File: src/rtl/survivor_ring_if.sv
// Bundle of write-handshake, read-request and status signals of the survivor-path store.
// The master drives rows and read requests; the slave is the store itself.
interface survivor_ring_if #(
  parameter int unsigned S  = 16,
  parameter int unsigned B  = 1,
  parameter int unsigned M  = 4,
  parameter int unsigned AW = 4,
  parameter int unsigned FW = 4
);
  logic           frame_start;
  logic           wr_valid;
  logic           wr_ready;
  logic [S*B-1:0] wr_row;
  logic           rd_en;
  logic [AW-1:0]  rd_age;
  logic [M-1:0]   rd_state;
  logic           rd_valid;
  logic [B-1:0]   rd_bits;
  logic           rd_err;
  logic [FW-1:0]  fill;
  logic           full;
  logic [AW-1:0]  wr_ptr;

  modport master (
    output frame_start, wr_valid, wr_row, rd_en, rd_age, rd_state,
    input  wr_ready, rd_valid, rd_bits, rd_err, fill, full, wr_ptr
  );

  modport slave (
    input  frame_start, wr_valid, wr_row, rd_en, rd_age, rd_state,
    output wr_ready, rd_valid, rd_bits, rd_err, fill, full, wr_ptr
  );
endinterface

File: src/rtl/survivor_ring.sv
// Survivor-path ring store: one decision row per trellis step, read back by age
// relative to the newest row, with a registered 1-cycle read path.
module survivor_ring #(
  parameter int unsigned K         = 5,
  parameter int unsigned M         = K - 1,
  parameter int unsigned S         = 1 << M,
  parameter int unsigned B         = 1,
  parameter int unsigned D         = 10,
  parameter int unsigned OVERWRITE = 1,
  parameter int unsigned AW        = $clog2(D),
  parameter int unsigned FW        = $clog2(D + 1)
) (
  input logic            clk,
  input logic            rst_n,
  survivor_ring_if.slave bus
);

  logic [S*B-1:0] mem_q [D];
  logic [AW-1:0]  wr_ptr_q, wr_ptr_d;
  logic [FW-1:0]  fill_q, fill_d;
  logic [AW-1:0]  rd_idx;
  logic           full;
  logic           accept;
  logic           rd_oor;
  logic           rd_valid_q;
  logic           rd_err_q, rd_err_d;
  logic [B-1:0]   rd_bits_q, rd_bits_d;

  assign full          = (fill_q == FW'(D));
  assign bus.wr_ready  = rst_n && ((OVERWRITE != 0) || !full);
  // frame_start wins over a simultaneous write: the offered row is dropped.
  assign accept        = bus.wr_valid && bus.wr_ready && !bus.frame_start;

  assign bus.fill      = fill_q;
  assign bus.full      = full;
  assign bus.wr_ptr    = wr_ptr_q;
  assign bus.rd_valid  = rd_valid_q;
  assign bus.rd_bits   = rd_bits_q;
  assign bus.rd_err    = rd_err_q;

  always_comb begin
    wr_ptr_d = wr_ptr_q;
    fill_d   = fill_q;
    if (bus.frame_start) begin
      wr_ptr_d = '0;
      fill_d   = '0;
    end else if (accept) begin
      wr_ptr_d = (wr_ptr_q == AW'(D - 1)) ? '0 : wr_ptr_q + AW'(1);
      if (!full) fill_d = fill_q + FW'(1);
    end
  end

  // Modular index without assuming D is a power of two; AW-bit wraparound is harmless
  // because the in-range result always lies in [0, D-1].
  always_comb begin
    if (wr_ptr_q > bus.rd_age) begin
      rd_idx = wr_ptr_q - bus.rd_age - AW'(1);
    end else begin
      rd_idx = wr_ptr_q - bus.rd_age - AW'(1) + AW'(D);
    end
    rd_oor    = (32'(bus.rd_age) >= 32'(fill_q)) || (32'(bus.rd_age) >= D);
    rd_bits_d = '0;
    rd_err_d  = 1'b1;
    if (!rd_oor) begin
      rd_bits_d = mem_q[rd_idx][bus.rd_state*B +: B];
      rd_err_d  = 1'b0;
    end
  end

  always_ff @(posedge clk) begin
    if (!rst_n) begin
      wr_ptr_q   <= '0;
      fill_q     <= '0;
      rd_valid_q <= 1'b0;
      rd_bits_q  <= '0;
      rd_err_q   <= 1'b0;
    end else begin
      wr_ptr_q   <= wr_ptr_d;
      fill_q     <= fill_d;
      rd_valid_q <= bus.rd_en;
      if (bus.rd_en) begin
        rd_bits_q <= rd_bits_d;
        rd_err_q  <= rd_err_d;
      end
    end
  end

  // Storage is never cleared; fill masks stale rows.
  always_ff @(posedge clk) begin
    if (accept) mem_q[wr_ptr_q] <= bus.wr_row;
  end

endmodule
File: src/flat_wrapper.sv
// flat-port wrapper written by rule: the top's interface ports become plain ports
module survivor_ring_flat 
#(
  parameter int unsigned K         = 5,
  parameter int unsigned M         = K - 1,
  parameter int unsigned S         = 1 << M,
  parameter int unsigned B         = 1,
  parameter int unsigned D         = 10,
  parameter int unsigned OVERWRITE = 1,
  parameter int unsigned AW        = $clog2(D),
  parameter int unsigned FW        = $clog2(D + 1)
)
  (clk, rst_n, bus_frame_start, bus_wr_valid, bus_wr_row, bus_rd_en, bus_rd_age, bus_rd_state, bus_wr_ready, bus_rd_valid, bus_rd_bits, bus_rd_err, bus_fill, bus_full, bus_wr_ptr);
  survivor_ring_if #(.S(S), .B(B), .M(M), .AW(AW), .FW(FW)) bus_i ();
  input logic clk;
  input logic rst_n;
  input wire logic [$bits(bus_i.frame_start)-1:0] bus_frame_start;
  input wire logic [$bits(bus_i.wr_valid)-1:0] bus_wr_valid;
  input wire logic [$bits(bus_i.wr_row)-1:0] bus_wr_row;
  input wire logic [$bits(bus_i.rd_en)-1:0] bus_rd_en;
  input wire logic [$bits(bus_i.rd_age)-1:0] bus_rd_age;
  input wire logic [$bits(bus_i.rd_state)-1:0] bus_rd_state;
  output wire logic [$bits(bus_i.wr_ready)-1:0] bus_wr_ready;
  output wire logic [$bits(bus_i.rd_valid)-1:0] bus_rd_valid;
  output wire logic [$bits(bus_i.rd_bits)-1:0] bus_rd_bits;
  output wire logic [$bits(bus_i.rd_err)-1:0] bus_rd_err;
  output wire logic [$bits(bus_i.fill)-1:0] bus_fill;
  output wire logic [$bits(bus_i.full)-1:0] bus_full;
  output wire logic [$bits(bus_i.wr_ptr)-1:0] bus_wr_ptr;
  assign bus_i.frame_start = bus_frame_start;
  assign bus_i.wr_valid = bus_wr_valid;
  assign bus_i.wr_row = bus_wr_row;
  assign bus_i.rd_en = bus_rd_en;
  assign bus_i.rd_age = bus_rd_age;
  assign bus_i.rd_state = bus_rd_state;
  assign bus_wr_ready = bus_i.wr_ready;
  assign bus_rd_valid = bus_i.rd_valid;
  assign bus_rd_bits = bus_i.rd_bits;
  assign bus_rd_err = bus_i.rd_err;
  assign bus_fill = bus_i.fill;
  assign bus_full = bus_i.full;
  assign bus_wr_ptr = bus_i.wr_ptr;
  survivor_ring #(.K(K), .M(M), .S(S), .B(B), .D(D), .OVERWRITE(OVERWRITE), .AW(AW), .FW(FW)) u_core (.clk(clk), .rst_n(rst_n), .bus(bus_i));
endmodule
File: config.mk
export PLATFORM = sky130hd
export DESIGN_NAME = survivor_ring_flat
export DESIGN_NICKNAME = d
export VERILOG_FILES = /design/src/rtl/survivor_ring_if.sv /design/src/rtl/survivor_ring.sv /design/src/flat_wrapper.sv
export SDC_FILE = /design/constraint.sdc
export NUM_CORES = 1
export LEC_CHECK = 0
export CORE_ASPECT_RATIO = 1.25
export CORE_MARGIN = 5
export CORE_UTILIZATION = 35
export DETAILED_ROUTE_END_ITERATION = 6
export PLACE_DENSITY = 0.5
export SYNTH_ARGS = -nofsm -noshare
export SYNTH_HDL_FRONTEND = slang
export SYNTH_SLANG_ARGS = --single-unit
File: constraint.sdc
create_clock -name clk -period 3.4 [get_ports clk]
set_clock_uncertainty 0.05 [all_clocks]
set_input_delay 0.34 -clock clk [delete_from_list [all_inputs] [get_ports clk]]
set_output_delay 0.34 -clock clk [all_outputs]
set_load 0.03 [all_outputs]
Yosys cells after proc, flatten, opt, wreduce, memory -nomap -nowiden. Memories as Yosys holds them, arrays and structs flattened. Cells that the tools add are included.

Output and inout port bits: 13. RAM bits: 160. Logic and storage cells: 31. Memories: 1. Bits in latches: 0. Bits of input ports: 29. Memory bits (read-only): 0. Register bits: 11.

Add/sub/neg operators: 5. Shift operators: 1. $lt $le $gt $ge: 3. $mul: 0. Div/mod/pow operators: 0. Multiplexer cells: 6. Equal/unequal tests: 2. Bitwise operators: 2. Reduce and logical (&&, ||, !) cells: 6.

Memories: u_core.mem_q (words 10, bits a word 16, read ports 1, clocked after Yosys merged registers in 0, write ports 1, line survivor_ring.sv:18) `logic [S*B-1:0] mem_q [D];`.

Operator list (count): variable part select 16 x 5 -> 1 bit (1); adder 4 x 1 -> 4 bit, second input constant (2); == test 4 bit, second input constant (2); 2-to-1 mux 4 bit (2); adder 4 bit, second input constant (1); greater-or-equal comparator 4 bit (1); greater-or-equal comparator 4 bit, second input constant (1); greater-than comparator 4 bit (1); 2-to-1 mux 1 bit (4); subtractor 4 x 1 -> 4 bit, second input constant (1); subtractor 4 bit (1); logical AND 1 bit (2); NOT 1 bit (2); AND reduction 2 bit (1); OR reduction 2 bit (1); zero test 1 bit (1); logical OR 1 bit (1).

Logic depth before layout (Yosys ltp). An unclocked memory read counts as a cell.

Depth after elaboration: 7. Depth in mapped cells: 15. Gate-level depth less buffers: 14.

Worst setup path after synthesis. Ideal clock, no wire load.

Kind: flip-flop to flip-flop. From: register u_core.wr_ptr_q[0], in the netlist u_core.bus.wr_ptr[0]. To: register u_core.rd_bits_q, in the netlist u_core.bus.rd_bits. Path slack: -248 ps. Data arrival time: 3471 ps. Data required time: 3223 ps. Library setup time: 127 ps. Clock period less this slack: 3648 ps. Stages on the path, launching flop included: 13. Buffers on the path: 1. Cell sequence: dfxtp_1 -> ha_1 -> fa_1 -> xor2_1 -> ha_1 -> nor2_1 -> a21oi_1 -> xor2_1 -> clkbuf_1 -> mux4_2 -> o311ai_1 -> a2111oi_0 -> or3_1.

Longest elaborated chain between the ends: 7. Elaborated cells on any way between the ends: 8. Those cells by class: 3 x add/sub; 1 x order compare; 1 x shift; 2 x mux; 1 x memory.

RTL lines: from (decl) (line survivor_ring.sv:19) `logic [AW-1:0] wr_ptr_q, wr_ptr_d;`; from (signal assigned) (line survivor_ring.sv:78) `wr_ptr_q <= wr_ptr_d;`; subtractor 4 bit (line survivor_ring.sv:57, survivor_ring.sv:59); subtractor 4 x 1 -> 4 bit (line survivor_ring.sv:57, survivor_ring.sv:59); adder 4 bit (line survivor_ring.sv:59) `rd_idx = wr_ptr_q - bus.rd_age - AW'(1) + AW'(D);`; 2-to-1 mux 4 bit * (line survivor_ring.sv:56) `if (wr_ptr_q > bus.rd_age) begin`; memory (10 x 16 bit) *; variable part select 16 x 5 -> 1 bit * (line survivor_ring.sv:65) `rd_bits_d = mem_q[rd_idx][bus.rd_state*B +: B];`; 2-to-1 mux 1 bit * (line survivor_ring.sv:64) `if (!rd_oor) begin`; to (signal assigned) (line survivor_ring.sv:82) `rd_bits_q <= rd_bits_d;`; to (decl) (line survivor_ring.sv:27) `logic [B-1:0] rd_bits_q, rd_bits_d;`.

Every way passes the cells marked *; elsewhere a longest branch is shown, timed or not. A chain may end at the register's enable or synchronous reset.

Worst setup path in the final report. Same ends and word-level chain as after synthesis.

==> impl_results.md <==
* Status: finished with violations
* Failing checks: setup timing
* Total number of yosys warnings at 0
* Avg WL per Cell at between 20 and 25 um
* Yosys cell types at approximately 60
* Critical-path cell list: ha_4, fa_2, buf_6, nor2_1, o21ba_4, nand2_8, buf_12, buf_4, mux4_2, o22ai_1, a2111oi_0, a311oi_1, a311oi_1, or3_1
* Post-synth EDFFs at 160
* First-pass iteration count of the detailed router at 4
* Clock transition at the registers of the reported paths at 0.06 ns
* CP Data Arrival Time at between 3 and 4 ns
* Synth cell count leaders: 160 x edfxtp_1, 45 x mux2i_1, 24 x nor2_1, 18 x mux4_2, 17 x nand2_1
* Hold endpoint: u_core.bus.rd_err$_SDFFE_PN0P_
* Std-Cell Rows at slightly below 60
* Pwr per Cell Area at around 520 nW/um^2
* RSZ-0062 raised after global routing: true
* Post-synthesis async set-or-reset flop share at 0
* Fill count at 1797
* Initial Util at 0.353
* TritonCTS clock tree: yes
* Post-synth top flop: edfxtp_1
* Total GRT Usage at 0.157
* Port Buffers at 41
* HP Class: reg -> reg
* Final setup viols at 1
* Util after Layout at 0.458
* Area Growth Syn to Fin at 29.6%
* CTS Hold Buffers Added at 0
* Die Ht at 172 um
* First-pass GRT wire length at about 28000 um
* Setup WS post-layout at -0.0223 ns
* CTS Root Cell: clkbuf_16
* Critical path class: reg -> reg
* Clk sinks at roughly 170
* GR Layer Usage met2 at 0.269
* Worst Max-Slew Pin Slew at 0.556 ns
* Hold Fails Final Rpt at 0
* Post-synthesis register bit count at between 150 and 200
* Syn Nets at between 400 and 500
* Clock Tree Buf Depth at 2
* Final Non-Filler Cells at around 850
* Global routing met1 resource utilization at 0.198
* Most frequent cell on the critical path: a311oi_1
* Antenna cells at 0
* Reg2reg start: u_core.bus.wr_ptr[0]$_SDFFE_PP0P_
* Top cell type's share of synthesized area at 0.656
* Final wirelength at 17900 um
* Avg Cell Area, Syn at approximately 17 sq um
* Worst r2r path cells at 14
* Fin crit period at 3.42 ns
* Hold depth at 2
* Max Slew Vio Count at 0
* Max Clock Freq at slightly below 300 MHz
* Post-Syn Instances at approximately 440
* Final clock period utilization by the worst path at 1.01
* Leading area contributor after synthesis: edfxtp_1
* Crit-path max cell delay at 0.56 ns
* Register area share after synthesis at 0.686
* Seq pwr share at 0.466
* CP Capture Type: flop
* Vias in the first global route at ~4600
* Post-layout net count at a little over 600
* Clk Latency, worst-skew pair at 0.42 ns
* DRT antenna net count at 0
* Leakage at ~0.0033 uW
* CP Max Fanout at 6
* Synth top area cells: edfxtp_1 66%, mux2i_1 6.1%, mux4_2 5.5%, dfxtp_1 3.0%, ha_1 2.0%
* DRC at 0
* Most used routing layer: met2
* R2r setup slk at -0.02 ns
* Dpl cells at approximately 800
* FF-to-FF End: u_core.bus.rd_bits$_SDFFE_PN0P_
* Grt total ovfl at 0
* DR vias at around 4300
* Detailed placement HPWL at ~11000 um
* I/O pins at 42
* Switching power at around 1200 uW
* Die footprint at 23900 sq um
* Layout cells sized above 1 at 0.307
* Required time worst endpoint at 3.66 ns
* MaxCap Viol Count at 0
* Count leader, synth: edfxtp_1
* Initial DRC Count at between 300 and 400
* Worst IR Drop VDD at 0.331 mV
* GR Util met3 at 0.0370
* Int Pwr at 3820 uW
* Number of buffers inserted during clock tree synthesis at 17
* RePlAce Congestion at 0.806
* H-Tree Depth at 4
* Cell Area, Synth at roughly 7300 sq um
* Hold Path Origin: u_core.bus.rd_err$_SDFFE_PN0P_
* WHS at around 0.47 ns
* Switching share of power at 0.232
* Initial antenna violation count at 0
* Core Area at 20700 sq um
* Clock share of power at 0.393
* Die Width at about 140 um
* Critical Path Source Type: flop
* Pwr Total at 4980 uW
* Relative slew slack at 0.620
* Via density at just over 5
* Comb power frac at 0.142
* Slowest-stage cell, CP: fa_2
* Largest net degree at the start of global routing at 29
[worst max-delay path: cells and delay by family, from the launching register on]
kind | cells | cell delay (ns)
adder cells (fa/ha/maj) | 2 | 0.73
AND/OR/NAND/NOR | 3 | 0.50
flip-flops | 1 | 0.34
buffers and inverters | 3 | 0.39
AO/OA/AOI/OAI | 5 | 0.98
multiplexers | 1 | 0.31
[through the flow]
| step | setup TNS [ns] | setup slack (ns) | instance area (sq um) |
|---|---|---|---|
| after detailed placement | -0.767 | -0.767 | 8520 |
| after CTS | 0 | 0.000416 | 9380 |
| final | -0.0223 | -0.0223 | 9500 |
| after global placement | -0.756 | -0.756 | 8520 |
| after floorplan | 0 | 0.0394 | 7350 |
| after global routing | -0.0951 | -0.0951 | 9500 |
[metal layers]
metal	up-vias	share of wire
li1	2005	-
met4	0	0.020
met2	103	0.51
met1	2189	0.43
met3	24	0.040
met5	-	0
[cells in the final DEF (no fill, tap or decap), types with 4 or more instances in the layout]
master,instances
nor3_2,4
nand2_1,15
clkbuf_16,17
a21oi_1,7
ha_4,4
nor2_1,23
ha_1,8
nor2b_1,5
xnor2_1,6
dfxtp_1,9
o22ai_1,4
buf_12,7
mux4_2,18
nand2b_1,4
mux2_2,6
o21ai_0,12
edfxtp_1,160
or3_1,4
mux2i_1,43
nand3_1,8
and3_1,4
clkdlybuf4s50_1,39
buf_4,70
inv_1,11
a211oi_1,4
a311oi_1,4
[kinds of logic (layout without fill, tap and decap cells)]
| logic type | after synthesis | count (layout) | share of synthesized area |
|---|---|---|---|
| buf+inv | 32 | 166 | 0.0229 |
| fa+ha+maj | 13 | 13 | 0.0232 |
| compound gates | 63 | 63 | 0.0669 |
| simple gates | 83 | 86 | 0.0572 |
| mux | 72 | 72 | 0.133 |
| flops | 171 | 171 | 0.686 |
| xor+xnor | 9 | 9 | 0.0108 |
[power groups by stage]
stage / clock network, uW / registers (uW) / logic, uW
after CTS: 1990 / 2320 / 686
after floorplan: 0 / 2370 / 329
after detailed placement: 0 / 2360 / 592
after global routing: 2100 / 2320 / 757
after global placement: 0 / 2360 / 588
final: 1950 / 2320 / 705
[worst max-delay path by stage]
| stage | slack [ns] | to | cells after the start | start |
|---|---|---|---|---|
| after floorplan | 0.04 | u_core.bus.rd_bits$_SDFFE_PN0P_ | 11 | u_core.bus.wr_ptr[0]$_SDFFE_PP0P_ |
| after global placement | -0.76 | u_core.bus.rd_bits$_SDFFE_PN0P_ | 13 | bus_rd_age[0] |
| after detailed placement | -0.77 | u_core.bus.rd_bits$_SDFFE_PN0P_ | 13 | bus_rd_age[0] |
| after CTS | 0.0004 | u_core.bus.rd_bits$_SDFFE_PN0P_ | 14 | u_core.bus.wr_ptr[0]$_SDFFE_PP0P_ |
| after global routing | -0.1 | u_core.bus.rd_bits$_SDFFE_PN0P_ | 11 | u_core.bus.wr_ptr[0]$_SDFFE_PP0P_ |
| final | -0.02 | u_core.bus.rd_bits$_SDFFE_PN0P_ | 14 | u_core.bus.wr_ptr[0]$_SDFFE_PP0P_ |
[state kept, by name (all words and copies together), names as in the netlist]
register	count
u_core.bus.rd_bits	1
u_core.bus.fill	4
u_core.mem_q	160
u_core.bus.rd_valid	1
u_core.bus.rd_err	1
u_core.bus.wr_ptr	4
[layout make-up]
type                            count  area (sq um)  share of cell area
Clock buffer                       17           425              0.0448
Clock inverter                     14           169              0.0178
Inverter                           14          52.6             0.00553
Multi-Input combinational cell    243          2370               0.250
Sequential cell                   171          5030               0.529
Tap cell                          274           343              0.0361
Timing Repair Buffer              121          1110               0.117
[repair_timing]
item	CTS	global route
resized for setup	26	11
endpoints found under the hold margin	0	0
gates cloned	3	0
pin swaps	15	10
buffers inserted	12	5
setup endpoints to repair	1	1
(Power assumes the default switching activity.)
